### src/rtl/tick_period_monitor.sv
// -----------------------------------------------------------------------------
// tick_period_monitor
//
// Measures the spacing of a single-cycle tick strobe (typically a clock
// divider / enable output) and reports whether it runs at the nominal period.
// The first tick after reset or timeout only arms the monitor. Every later
// tick publishes the measured period. LOCK_COUNT consecutive on-period ticks
// declare lock. Once locked, a wrong period or a missing tick is flagged as a
// mismatch. A long tick-free stretch drops the monitor back to idle.
//
// Parameters
//   EXPECTED_PERIOD  nominal clk cycles between ticks (1..MAX_PERIOD-1)
//   LOCK_COUNT       consecutive matching periods needed to lock (1..15)
//   MAX_PERIOD       tick-free count treated as timeout; sets counter width W
//
// Ports
//   clk           sole clock, all logic on posedge
//   rst           synchronous, active-high reset
//   tick_in       single-cycle tick strobe
//   period_out    last measured period (W bits)
//   period_valid  one-cycle pulse, period_out updated this cycle
//   locked        level, tick stream matches EXPECTED_PERIOD
//   mismatch      one-cycle pulse, wrong period or missed tick while locked
//   timeout       one-cycle pulse, tick stream lost, back to idle
//   err_count     number of mismatch pulses, saturating at 255
// -----------------------------------------------------------------------------
module tick_period_monitor #(
  parameter int unsigned EXPECTED_PERIOD = 4,
  parameter int unsigned LOCK_COUNT      = 4,
  parameter int unsigned MAX_PERIOD      = 1023,
  localparam int unsigned W              = $clog2(MAX_PERIOD + 1)
) (
  input  logic         clk,
  input  logic         rst,
  input  logic         tick_in,
  output logic [W-1:0] period_out,
  output logic         period_valid,
  output logic         locked,
  output logic         mismatch,
  output logic         timeout,
  output logic [7:0]   err_count
);

  typedef enum logic [1:0] {
    ST_IDLE    = 2'd0,
    ST_ACQUIRE = 2'd1,
    ST_LOCKED  = 2'd2
  } state_t;

  localparam logic [W-1:0] EXP_CNT = W'(EXPECTED_PERIOD);
  localparam logic [W-1:0] MAX_CNT = W'(MAX_PERIOD);
  // The timeout decision is taken one count early so the pulse appears in
  // the cycle where the counter reaches MAX_PERIOD.
  localparam logic [W-1:0] TO_CNT  = W'(MAX_PERIOD - 1);
  localparam logic [3:0]   LOCK_MC = 4'(LOCK_COUNT);

  // Saturating increment of the tick-spacing counter (holds at MAX_PERIOD).
  function automatic logic [W-1:0] cnt_sat_inc(input logic [W-1:0] c);
    if (c == MAX_CNT) begin
      return c;
    end
    return c + W'(1);
  endfunction

  // Saturating increment of the 8-bit error counter.
  function automatic logic [7:0] err_sat_inc(input logic [7:0] v);
    if (v == 8'hFF) begin
      return v;
    end
    return v + 8'd1;
  endfunction

  state_t       state_q, state_d;
  logic [W-1:0] cnt_q, cnt_d;
  logic [3:0]   mc_q, mc_d;
  logic [W-1:0] period_out_q, period_out_d;
  logic         period_valid_q, period_valid_d;
  logic         locked_q, locked_d;
  logic         mismatch_q, mismatch_d;
  logic         timeout_q, timeout_d;
  logic [7:0]   err_count_q, err_count_d;

  // Event decode, all from registered state plus the sampled tick.
  logic       period_match;
  logic       missed_tick;
  logic       lost_stream;
  logic [3:0] mc_inc;
  logic       lock_hit;

  always_comb begin
    // cnt_q on a tick cycle is exactly the spacing since the previous tick.
    period_match = (cnt_q == EXP_CNT);
    // While locked, reaching the nominal count without a tick means the
    // expected tick did not arrive.
    missed_tick  = !tick_in && (state_q == ST_LOCKED) && (cnt_q == EXP_CNT);
    // A missed tick in the same cycle wins, so only one pulse is emitted.
    lost_stream  = !tick_in && (state_q != ST_IDLE) && (cnt_q == TO_CNT) &&
                   !missed_tick;
    mc_inc       = mc_q + 4'd1;
    lock_hit     = (mc_inc == LOCK_MC);
  end

  // Tick-spacing counter, restarts at 1 so a tick P cycles later reads P.
  always_comb begin
    cnt_d = tick_in ? W'(1) : cnt_sat_inc(cnt_q);
  end

  // FSM state register.
  always_ff @(posedge clk) begin
    if (rst) begin
      state_q <= ST_IDLE;
    end else begin
      state_q <= state_d;
    end
  end

  // FSM next state and match counter.
  always_comb begin
    state_d = state_q;
    mc_d    = mc_q;
    unique case (state_q)
      ST_IDLE: begin
        if (tick_in) begin
          state_d = ST_ACQUIRE;
          mc_d    = 4'd0;
        end
      end
      ST_ACQUIRE: begin
        if (tick_in) begin
          if (period_match) begin
            mc_d = mc_inc;
            if (lock_hit) begin
              state_d = ST_LOCKED;
            end
          end else begin
            mc_d = 4'd0;
          end
        end else if (lost_stream) begin
          state_d = ST_IDLE;
          mc_d    = 4'd0;
        end
      end
      ST_LOCKED: begin
        if (tick_in) begin
          if (!period_match) begin
            state_d = ST_ACQUIRE;
            mc_d    = 4'd0;
          end
        end else if (missed_tick) begin
          state_d = ST_ACQUIRE;
          mc_d    = 4'd0;
        end else if (lost_stream) begin
          state_d = ST_IDLE;
          mc_d    = 4'd0;
        end
      end
      default: begin
        state_d = ST_IDLE;
        mc_d    = 4'd0;
      end
    endcase
  end

  // FSM outputs, computed one cycle ahead and registered below.
  always_comb begin
    period_out_d   = period_out_q;
    period_valid_d = 1'b0;
    mismatch_d     = 1'b0;
    timeout_d      = 1'b0;
    locked_d       = (state_d == ST_LOCKED);

    // Ticks outside idle carry a measurement; the arming tick does not.
    if (tick_in && (state_q != ST_IDLE)) begin
      period_out_d   = cnt_q;
      period_valid_d = 1'b1;
    end

    if ((state_q == ST_LOCKED) && tick_in && !period_match) begin
      mismatch_d = 1'b1;
    end
    if (missed_tick) begin
      mismatch_d = 1'b1;
    end

    if (lost_stream) begin
      timeout_d = 1'b1;
    end

    err_count_d = mismatch_d ? err_sat_inc(err_count_q) : err_count_q;
  end

  // ---- register stage: counter, match count and outputs ----
  always_ff @(posedge clk) begin
    if (rst) begin
      cnt_q          <= '0;
      mc_q           <= 4'd0;
      period_out_q   <= '0;
      period_valid_q <= 1'b0;
      locked_q       <= 1'b0;
      mismatch_q     <= 1'b0;
      timeout_q      <= 1'b0;
      err_count_q    <= 8'd0;
    end else begin
      cnt_q          <= cnt_d;
      mc_q           <= mc_d;
      period_out_q   <= period_out_d;
      period_valid_q <= period_valid_d;
      locked_q       <= locked_d;
      mismatch_q     <= mismatch_d;
      timeout_q      <= timeout_d;
      err_count_q    <= err_count_d;
    end
  end

  assign period_out   = period_out_q;
  assign period_valid = period_valid_q;
  assign locked       = locked_q;
  assign mismatch     = mismatch_q;
  assign timeout      = timeout_q;
  assign err_count    = err_count_q;

endmodule

### config.mk
export PLATFORM = sky130hd
export DESIGN_NAME = tick_period_monitor
export DESIGN_NICKNAME = d
export VERILOG_FILES = /design/src/rtl/tick_period_monitor.sv
export SDC_FILE = /design/constraint.sdc
export NUM_CORES = 1
export LEC_CHECK = 0
export CORE_AREA = 2 2 75 77
export DETAILED_ROUTE_END_ITERATION = 10
export DIE_AREA = 0 0 77 79
export MAX_ROUTING_LAYER = met4
export SLEW_MARGIN = 5
export SYNTH_ARGS = -nofsm -noshare
export SYNTH_HDL_FRONTEND = slang
export SYNTH_SLANG_ARGS = --single-unit
### constraint.sdc
create_clock -name clk -period 5.4 [get_ports clk]
set_clock_uncertainty 0.2 [all_clocks]
set_input_delay 1.08 -clock clk [delete_from_list [all_inputs] [get_ports clk]]
set_output_delay 1.08 -clock clk [all_outputs]
set_load 0.02 [all_outputs]
==> run_results.csv, run 1 <==
group,metric,value,unit
hold_path,hold_path.class,"reg2reg",
grt,grt_usage,15.8,%
cells_and_area,n_antenna_cell,0,
setup_path,critical_path_class,"in2reg",
route,drtPass1Iterations,4,
die,die_h,79,um
route,viasPerCell,5.33,
route,antenna_left,0,
synthesis,syn_area_per_cell,8.68,um2
die,coreArea,5340,um2
die,rows,27,
synthesis,syn_inst,233,
power_and_ir_drop,p_per_area,255,nW/um2
sta,drv_slew,0,
power_and_ir_drop,vdd_ir_drop_max,0.139,mV
synthesis,ys_ff_latch,38,
cells_and_area,finalNonFillerCells,327,
placement,dpl.hpwl,3170,um
run,maxCapViolCount,0,
cells_and_area,postLayoutCoreUtil,45.8,%
synthesis,synthesis.area,2020,um2
clocking,post-cts-setup-buffers,0,
placement,routabilityCongestion,0.841,
cells_and_area,fin_nets,266,
synthesis,synth_edf_count,0,
sta,fmax,0.322,GHz
cells_and_area,drive_above_1_share,8.63,%
die,dieWidth,77,um
synthesis,synth_seq_area_share,37.6,%
cells_and_area,syn2layout_area_growth,20.8,%
route,vias,1744,
sta,hold_viol_final,0,
placement,dp_cells,319,
grt,antenna_found_initial,0,
power_and_ir_drop,p_leak,0.828,nW
cells_and_area,fillers,557,
grt,grt_pass1_vias,1574,
grt,overflow,0,
placement,place_area,2300,um2
sta,relSlewSlack,58.4,%
cells_and_area,final_cell_mix,"dfxtp_1, nand2_1, clkdlybuf4s50_1, nor2_1, a21oi_1",
route,drc,0,
clocking,clkLatencyLatePin,0.29,ns
die,io_pins,25,
clocking,htreeDepth,2,
synthesis,synthFlopType,"dfxtp_1",
sta,finalSetupViolCount,0,
route,post_drt_wl_per_cell,13.7,um
route,routed_wl,4480,um
setup_path,critPathLaunchType,"input port",
clocking,numCtsBuffers,5,
route,drt_iter0_drc,99,
synthesis,synth.distinct_cells,54,
grt,grt_max_degree,30,
cells_and_area,final_area,2440,um2
clocking,clk_transition_reported_paths,0.08,ns
die,dieArea,6080,um2
sta,rsz0062_at_grt,"false",
sta,worst_hold_slack,0.258,ns
grt,grt_first_pass_wirelength,7530,um
sta,period_share,57.4,%
sta,setup_tns,0,ns
clocking,root_buffer,"clkbuf_8",
synthesis,yosysWarnings,0,
clocking,cts_resized,0,
sta,finalCriticalPeriod,3.10,ns
placement,portBuffers,24,
setup_path,crit_fanout,15,
die,initial_core_util,37.9,%
clocking,holdBufCountCts,0,
synthesis,async_flop_share,0,%
setup_path,crit_required,5.39,ns
clocking,cts_buffer_depth,2,
run_status,status,"complete, no violations",
clocking,cts_tree,"built",
cells_and_area,final_common_cell,"dfxtp_1",
sta,tightest_slew,0.622,ns
clocking,clkSinkCount,38,
setup_path,end_kind,"flop",
synthesis,syn-num-nets,245,
setup_path,cp.arrival,3.09,ns
==> logic make-up after synthesis <==
kind of cell / count (synthesis) / share of synthesized area [%]
buffers and inverters: 22 / 4.95
AO/OA/AOI/OAI: 50 / 17.7
multiplexers: 2 / 0.990
AND/OR/NAND/NOR: 100 / 28.0
flip-flops: 38 / 37.6
XOR/XNOR: 12 / 5.19
adder cells (fa/ha/maj): 9 / 5.57
==> final timing paths <==
| check | slack [ns] | depth (start not counted) | from | to |
|---|---|---|---|---|
| worst max-delay path | 2.30 | 6 | tick_in | mc_q[1] |
| worst max register to register | 3.06 | 7 | state_q[0] | mc_q[1] |
| worst min-delay path | 0.26 | 2 | period_out[5] | period_out[5] |
| worst min register to register | 0.26 | 2 | period_out[5] | period_out[5] |
==> layout make-up <==
cell class                      instances  area (um2)  area share (%)
Clock buffer                            6        82.6            3.38
Timing Repair Buffer                   25         248            10.1
Tap cell                               72        90.1            3.68
Inverter                               11        41.3            1.69
Multi-Input combinational cell        173        1160            47.5
Sequential cell                        38         761            31.1
Clock inverter                          2        60.1            2.46
==> worst max-delay path, cell delays in order <==
cell             delay [ns]
clkdlybuf4s50_1        0.65
nor4bb_1               0.41
nand4_1                0.30
and2_1                 0.29
nor3b_1                0.14
a32o_1                 0.22
==> cells in the mapped netlist, types with 2 or more instances <==
| cell type | count | area share (%) |
|---|---|---|
| a211oi_1 | 6 | 2.2 |
| a21oi_1 | 19 | 4.7 |
| a31oi_1 | 5 | 1.5 |
| and2_1 | 4 | 1.2 |
| and3_1 | 3 | 0.93 |
| buf_2 | 4 | 0.99 |
| clkbuf_1 | 4 | 0.74 |
| dfxtp_1 | 38 | 38 |
| ha_1 | 9 | 5.6 |
| inv_1 | 10 | 1.9 |
| mux2i_1 | 2 | 0.99 |
| nand2_1 | 30 | 5.6 |
| nand3_1 | 14 | 3.5 |
| nand4_1 | 8 | 2.5 |
| nor2_1 | 19 | 3.5 |
| nor3_1 | 6 | 1.5 |
| nor3b_1 | 2 | 0.74 |
| nor4_4 | 2 | 2.1 |
| o21ai_0 | 3 | 0.74 |
| xnor2_1 | 8 | 3.5 |
| xor2_1 | 4 | 1.7 |
==> through the flow <==
step / setup WS, ns / power, W
after floorplan: 3.02 / 0.000320
after global placement: 2.07 / 0.000332
after detailed placement: 2.02 / 0.000332
after CTS: 2.32 / 0.000633
after global routing: 2.04 / 0.000647
final: 2.30 / 0.000623
==> registers in the layout, indices dropped and copies added, names as in the netlist <==
signal / count
cnt_q: 10
timeout: 1
period_valid: 1
mismatch: 1
locked: 1
state_q: 2
mc_q: 4
err_count: 8
period_out: 10
==> power by group <==
group / total, W / switching, W / internal, W / leakage (nW)
logic: 0.0000395 / 0.0000261 / 0.0000134 / 0.450
clock network: 0.000298 / 0.000101 / 0.000197 / 0.0714
registers: 0.000286 / 0.00000325 / 0.000283 / 0.307
==> per-layer routing <==
| layer | vias to the layer above | share of wire (%) | global-route usage (%) |
|---|---|---|---|
| met1 | 829 | 47 | 20.1 |
| met3 | 6 | 4.6 | 4.09 |
| li1 | 876 | - | - |
| met4 | 0 | 0.94 | 3.75 |
| met5 | - | 0 | - |
| met2 | 33 | 47 | 25.4 |
Power figures use the tool's default switching activity.
==> run 2, diff against run 1 <==
==> constraint.sdc (replaced) <==
create_clock -name clk -period 2.5 [get_ports clk]
set_clock_uncertainty 0.2 [all_clocks]
set_input_delay 0.5 -clock clk [delete_from_list [all_inputs] [get_ports clk]]
set_output_delay 0.5 -clock clk [all_outputs]
set_load 0.02 [all_outputs]
==> run 2 against run 1 <==
Non-clock buffer count up 9; cell count rose by 2.8%; clock power increased by 120%; critical path depth increased by 1; via count unchanged; register-to-register slack worse by 2.8 ns; sequential share of layout area decreased by 0.84 points; design area up 2.8%; highest routed layer unchanged.
==> run_results.csv, run 2 (synthesized netlist as in run 1, its figures left out) <==
group,metric,value,unit
clocking,post-cts-setup-buffers,0,
sta,period_share,87.9,%
grt,grt_max_degree,21,
clocking,root_buffer,"clkbuf_8",
die,initial_core_util,37.9,%
route,vias,1744,
route,drc,0,
die,io_pins,25,
clocking,holdBufCountCts,0,
sta,tightest_slew,0.386,ns
sta,hold_viol_final,0,
run,maxCapViolCount,0,
run_status,status,"complete, no violations",
grt,grt_usage,16.0,%
die,die_h,79,um
placement,dp_cells,328,
grt,grt_pass1_vias,1643,
die,rows,27,
clocking,htreeDepth,2,
route,viasPerCell,5.19,
sta,worst_slack,0.302,ns
cells_and_area,final_area,2510,um2
clocking,cts_tree,"built",
sta,finalCriticalPeriod,2.20,ns
placement,pre_cts_ws,0.140,ns
cells_and_area,finalNonFillerCells,336,
die,coreArea,5340,um2
power_and_ir_drop,vdd_ir_drop_max,0.221,mV
sta,relSlewSlack,74.1,%
clocking,cts_buffer_depth,2,
placement,routabilityCongestion,0.866,
hold_path,hold_path.class,"reg2reg",
grt,grt_first_pass_wirelength,7580,um
power_and_ir_drop,p_leak,0.871,nW
cells_and_area,fin_nets,275,
placement,place_area,2370,um2
cells_and_area,final_common_cell,"dfxtp_1",
sta,worst_hold_slack,0.258,ns
die,dieArea,6080,um2
clocking,cts_resized,0,
clocking,numCtsBuffers,5,
sta,finalSetupViolCount,0,
cells_and_area,syn2layout_area_growth,24.2,%
setup_path,cp.arrival,2.17,ns
sta,fmax,0.455,GHz
clocking,clkSinkCount,38,
route,drt_iter0_drc,88,
setup_path,critPathLaunchType,"flop",
cells_and_area,drive_above_1_share,11.7,%
sta,setup_tns,0,ns
route,drtPass1Iterations,4,
cells_and_area,final_cell_mix,"dfxtp_1, nand2_1, clkdlybuf4s50_1, nor2_1, a21oi_1",
clocking,clk_transition_reported_paths,0.08,ns
sta,drv_slew,0,
setup_path,end_kind,"flop",
power_and_ir_drop,p_per_area,540,nW/um2
grt,antenna_found_initial,0,
setup_path,crit_required,2.47,ns
setup_path,crit_fanout,7,
setup_path,critical_path_class,"reg2reg",
placement,portBuffers,24,
cells_and_area,n_antenna_cell,0,
route,routed_wl,4410,um
placement,dpl.hpwl,3320,um
die,dieWidth,77,um
clocking,clkLatencyLatePin,0.30,ns
grt,overflow,0,
route,antenna_left,0,
route,post_drt_wl_per_cell,13.1,um
sta,rsz0062_at_grt,"false",
[run 2: changes by cell type in the layout (fill, tap and decap cells not counted)]
cell,before,now
buf_4,1,10
[run 2: area by class of cell]
class / count / area [um2]
multi-input cells: 173 / 1160
flip-flops and latches: 38 / 761
fillers: 557 / 2830
inverters: 11 / 41.3
repair buffers: 34 / 315
clock buffers: 6 / 82.6
clock inverters: 2 / 60.1
well taps: 72 / 90.1
[run 2: layer usage]
| metal | up-vias | wire length [um] | GRT usage [%] |
|---|---|---|---|
| li1 | 899 | - | - |
| met5 | - | 0 | - |
| met3 | 5 | 186 | 4.32 |
| met1 | 801 | 2020 | 19.2 |
| met2 | 39 | 2150 | 26.0 |
| met4 | 0 | 57 | 6.25 |
[run 2: power by group]
group / leakage (nW) / internal (W) / switching, W
Sequential: 0.307 / 0.000610 / 0.00000370
Combinational: 0.492 / 0.0000376 / 0.0000606
Clock: 0.0714 / 0.000426 / 0.000219
[run 2: critical path, stage by stage (launching register included)]
cell and delay, ns:
dfxtp_1 0.31, inv_1 0.08, ha_1 0.18, or4bb_4 0.58, nor3_4 0.31, nor2_1 0.09
a221oi_1 0.23, o22ai_1 0.11
[run 2: worst paths after layout]
path              slack [ns]       endpoint     startpoint  depth (start not counted)
setup / recovery        0.30        mc_q[3]       cnt_q[0]                          7
hold / removal          0.26  period_out[0]  period_out[0]                          2
setup reg to reg        0.30        mc_q[3]       cnt_q[0]                          7
hold reg to reg         0.26  period_out[0]  period_out[0]                          2
[run 2: per-stage QoR]
| stage | utilization, % | total power, W |
|---|---|---|
| after floorplan | - | 0.000691 |
| after global placement | 44.4 | 0.000728 |
| after detailed placement | 44.4 | 0.000728 |
| after CTS | 47.1 | 0.00137 |
| after global routing | 47.1 | 0.00141 |
| final | 47.1 | 0.00136 |
==> run 3, diff against run 2 <==
--- a/config.mk
+++ b/config.mk
@@ -9,6 +9,7 @@
 export DETAILED_ROUTE_END_ITERATION = 10
 export DIE_AREA = 0 0 77 79
 export MAX_ROUTING_LAYER = met4
+export PLACE_DENSITY = 0.58
 export SLEW_MARGIN = 5
 export SYNTH_ARGS = -nofsm -noshare
 export SYNTH_HDL_FRONTEND = slang
==> constraint.sdc (replaced) <==
create_clock -name clk -period 1.75 [get_ports clk]
set_clock_uncertainty 0.2 [all_clocks]
set_input_delay 0.35 -clock clk [delete_from_list [all_inputs] [get_ports clk]]
set_output_delay 0.35 -clock clk [all_outputs]
set_load 0.02 [all_outputs]
==> run 3 against run 2 <==
Global-route usage grew 3.5 points; design area is 29% higher; critical endpoint is now locked; largest power group is now sequential cells; wire length increased by 28%; flip-flop and latch count stayed put; clock power about the same; the run now ends with setup timing left.
==> run_results.csv, run 3 (synthesized netlist as in run 1, its figures left out) <==
group,metric,value,unit
run_status,status,"finished, violations left",
run_status,violations,"setup timing",
sta,tightest_slew,0.406,ns
route,routed_wl,5660,um
setup_path,critPathLaunchType,"flop",
power_and_ir_drop,p_int,0.00128,W
cells_and_area,final_area,3240,um2
power_and_ir_drop,p_per_area,536,nW/um2
clocking,cts_buffer_depth,2,
setup_path,end_kind,"flop",
power_and_ir_drop,vdd_ir_drop_max,0.305,mV
die,coreArea,5340,um2
hold_path,hold_path.class,"reg2reg",
power_and_ir_drop,seqPwrFrac,50.4,%
cells_and_area,seqCellArea,782,um2
die,dieWidth,77,um
setup_path,crit_required,1.79,ns
placement,portBuffers,24,
clocking,clkSinkCount,38,
sta,relSlewSlack,72.8,%
setup_path,cp.arrival,1.99,ns
route,drt_iter0_drc,91,
clocking,cts_tree,"built",
power_and_ir_drop,power_switching,0.000452,W
clocking,htreeDepth,2,
sta,worst_slack,-0.203,ns
power_and_ir_drop,swShare,26.0,%
route,post_drt_wl_per_cell,14.2,um
clocking,holdBufCountCts,0,
die,rows,27,
cells_and_area,fin_nets,337,
grt,grt_first_pass_wirelength,9370,um
clocking,clkLatencyLatePin,0.30,ns
cells_and_area,drive_above_1_share,42.6,%
sta,period_share,112,%
power_and_ir_drop,finalPower,0.00174,W
sta,fmax,0.512,GHz
power_and_ir_drop,comb_power_share,12.3,%
route,drtPass1Iterations,4,
clocking,root_buffer,"clkbuf_8",
route,drc,0,
sta,rsz0062_at_grt,"true",
route,vias,2060,
cells_and_area,final_cell_mix,"buf_4, dfxtp_1, nand2_1, dlygate4sd2_1, nor2_1",
sta,hold_viol_final,0,
sta,drv_slew,0,
setup_path,ff2ff_setup_slack,-0.20,ns
grt,overflow,0,
grt,grt_max_degree,23,
cells_and_area,fillers,514,
placement,routabilityCongestion,0.833,
cells_and_area,syn2layout_area_growth,60.0,%
die,dieArea,6080,um2
power_and_ir_drop,clockPowerShare,37.3,%
cells_and_area,n_antenna_cell,0,
die,die_h,79,um
run,maxCapViolCount,0,
cells_and_area,final_common_cell,"buf_4",
grt,grt_usage,19.6,%
die,io_pins,25,
setup_path,critical_path_class,"reg2reg",
cells_and_area,multi_input_area,1430,um2
clocking,clk_transition_reported_paths,0.08,ns
setup_path,crit_fanout,2,
sta,finalCriticalPeriod,1.95,ns
sta,finalSetupViolCount,15,
route,antenna_left,0,
sta,worst_hold_slack,0.253,ns
grt,grt_pass1_vias,1948,
placement,dpl.hpwl,4020,um
placement,place_area,2830,um2
clocking,numCtsBuffers,5,
grt,antenna_found_initial,0,
route,viasPerCell,5.18,
power_and_ir_drop,p_leak,1.32,nW
die,initial_core_util,37.9,%
==> run 3: cell types whose count changed in the layout (fill, tap and decap cells not counted), moves of 5 or more <==
| cell | delta |
|---|---|
| a21oi_1 | -5 |
| buf_4 | +49 |
| buf_6 | +11 |
| clkdlybuf4s50_1 | -23 |
| dfxtp_1 | -9 |
| dfxtp_2 | +5 |
| dlygate4sd2_1 | +23 |
| nand3_1 | -5 |
==> run 3: cell type report <==
cell class	instances	area share, %
Clock buffer	6	2.55
Tap cell	72	2.78
Timing Repair Buffer	95	24.7
Sequential cell	38	24.1
Clock inverter	2	0.348
Multi-Input combinational cell	174	44.0
Inverter	11	1.51
==> run 3: what timing repair did <==
action,4_1_cts,5_1_grt
gates cloned,1,0
setup buffers,7,7
setup endpoints to repair,40,20
pin swaps,24,24
gates resized for setup,50,27
==> run 3: final timing paths <==
check | start | to | cells after the start
worst max-delay path | cnt_q[1] | locked | 8
worst min-delay path | period_out[5] | period_out[5] | 2
worst max register to register | cnt_q[1] | locked | 8
worst min register to register | period_out[5] | period_out[5] | 2
==> run 3: critical path: stages (launching register included) <==
cell       delay [ns]
dfxtp_4          0.36
inv_4            0.05
ha_4             0.13
or4bb_4          0.47
buf_4            0.16
nor4_4           0.13
a2111oi_2        0.09
o2bb2ai_2        0.15
and2_1           0.14
==> run 3: per-layer routing <==
metal  global-route usage, %  part of all wire (%)
met1                    24.8                    46
met2                    32.7                    50
met3                    3.07                   2.9
met4                    5.54                   1.4
met5                       -                     0
==> run 3: power by group through the flow <==
stage | clock network, W | logic (W) | registers [W]
floorplan | 0 | 0.0000926 | 0.000902
global placement | 0 | 0.000187 | 0.000896
detailed placement | 0 | 0.000188 | 0.000896
CTS | 0.000667 | 0.000202 | 0.000876
global route | 0.000704 | 0.000232 | 0.000876
finish | 0.000647 | 0.000214 | 0.000875
==> run 3: stage by stage <==
| stage | setup WS, ns | utilization (%) | cells | TNS [ns] |
|---|---|---|---|---|
| final | -0.203 | 60.7 | 398 | -1.78 |
| after global routing | -0.280 | 60.7 | 398 | -2.95 |
| after CTS | -0.206 | 57.9 | 393 | -1.75 |
| after detailed placement | -0.447 | 53.0 | 377 | -10.43 |
| after global placement | -0.429 | 53.0 | 377 | -9.38 |
| after floorplan | -0.181 | - | 233 | -1.11 |
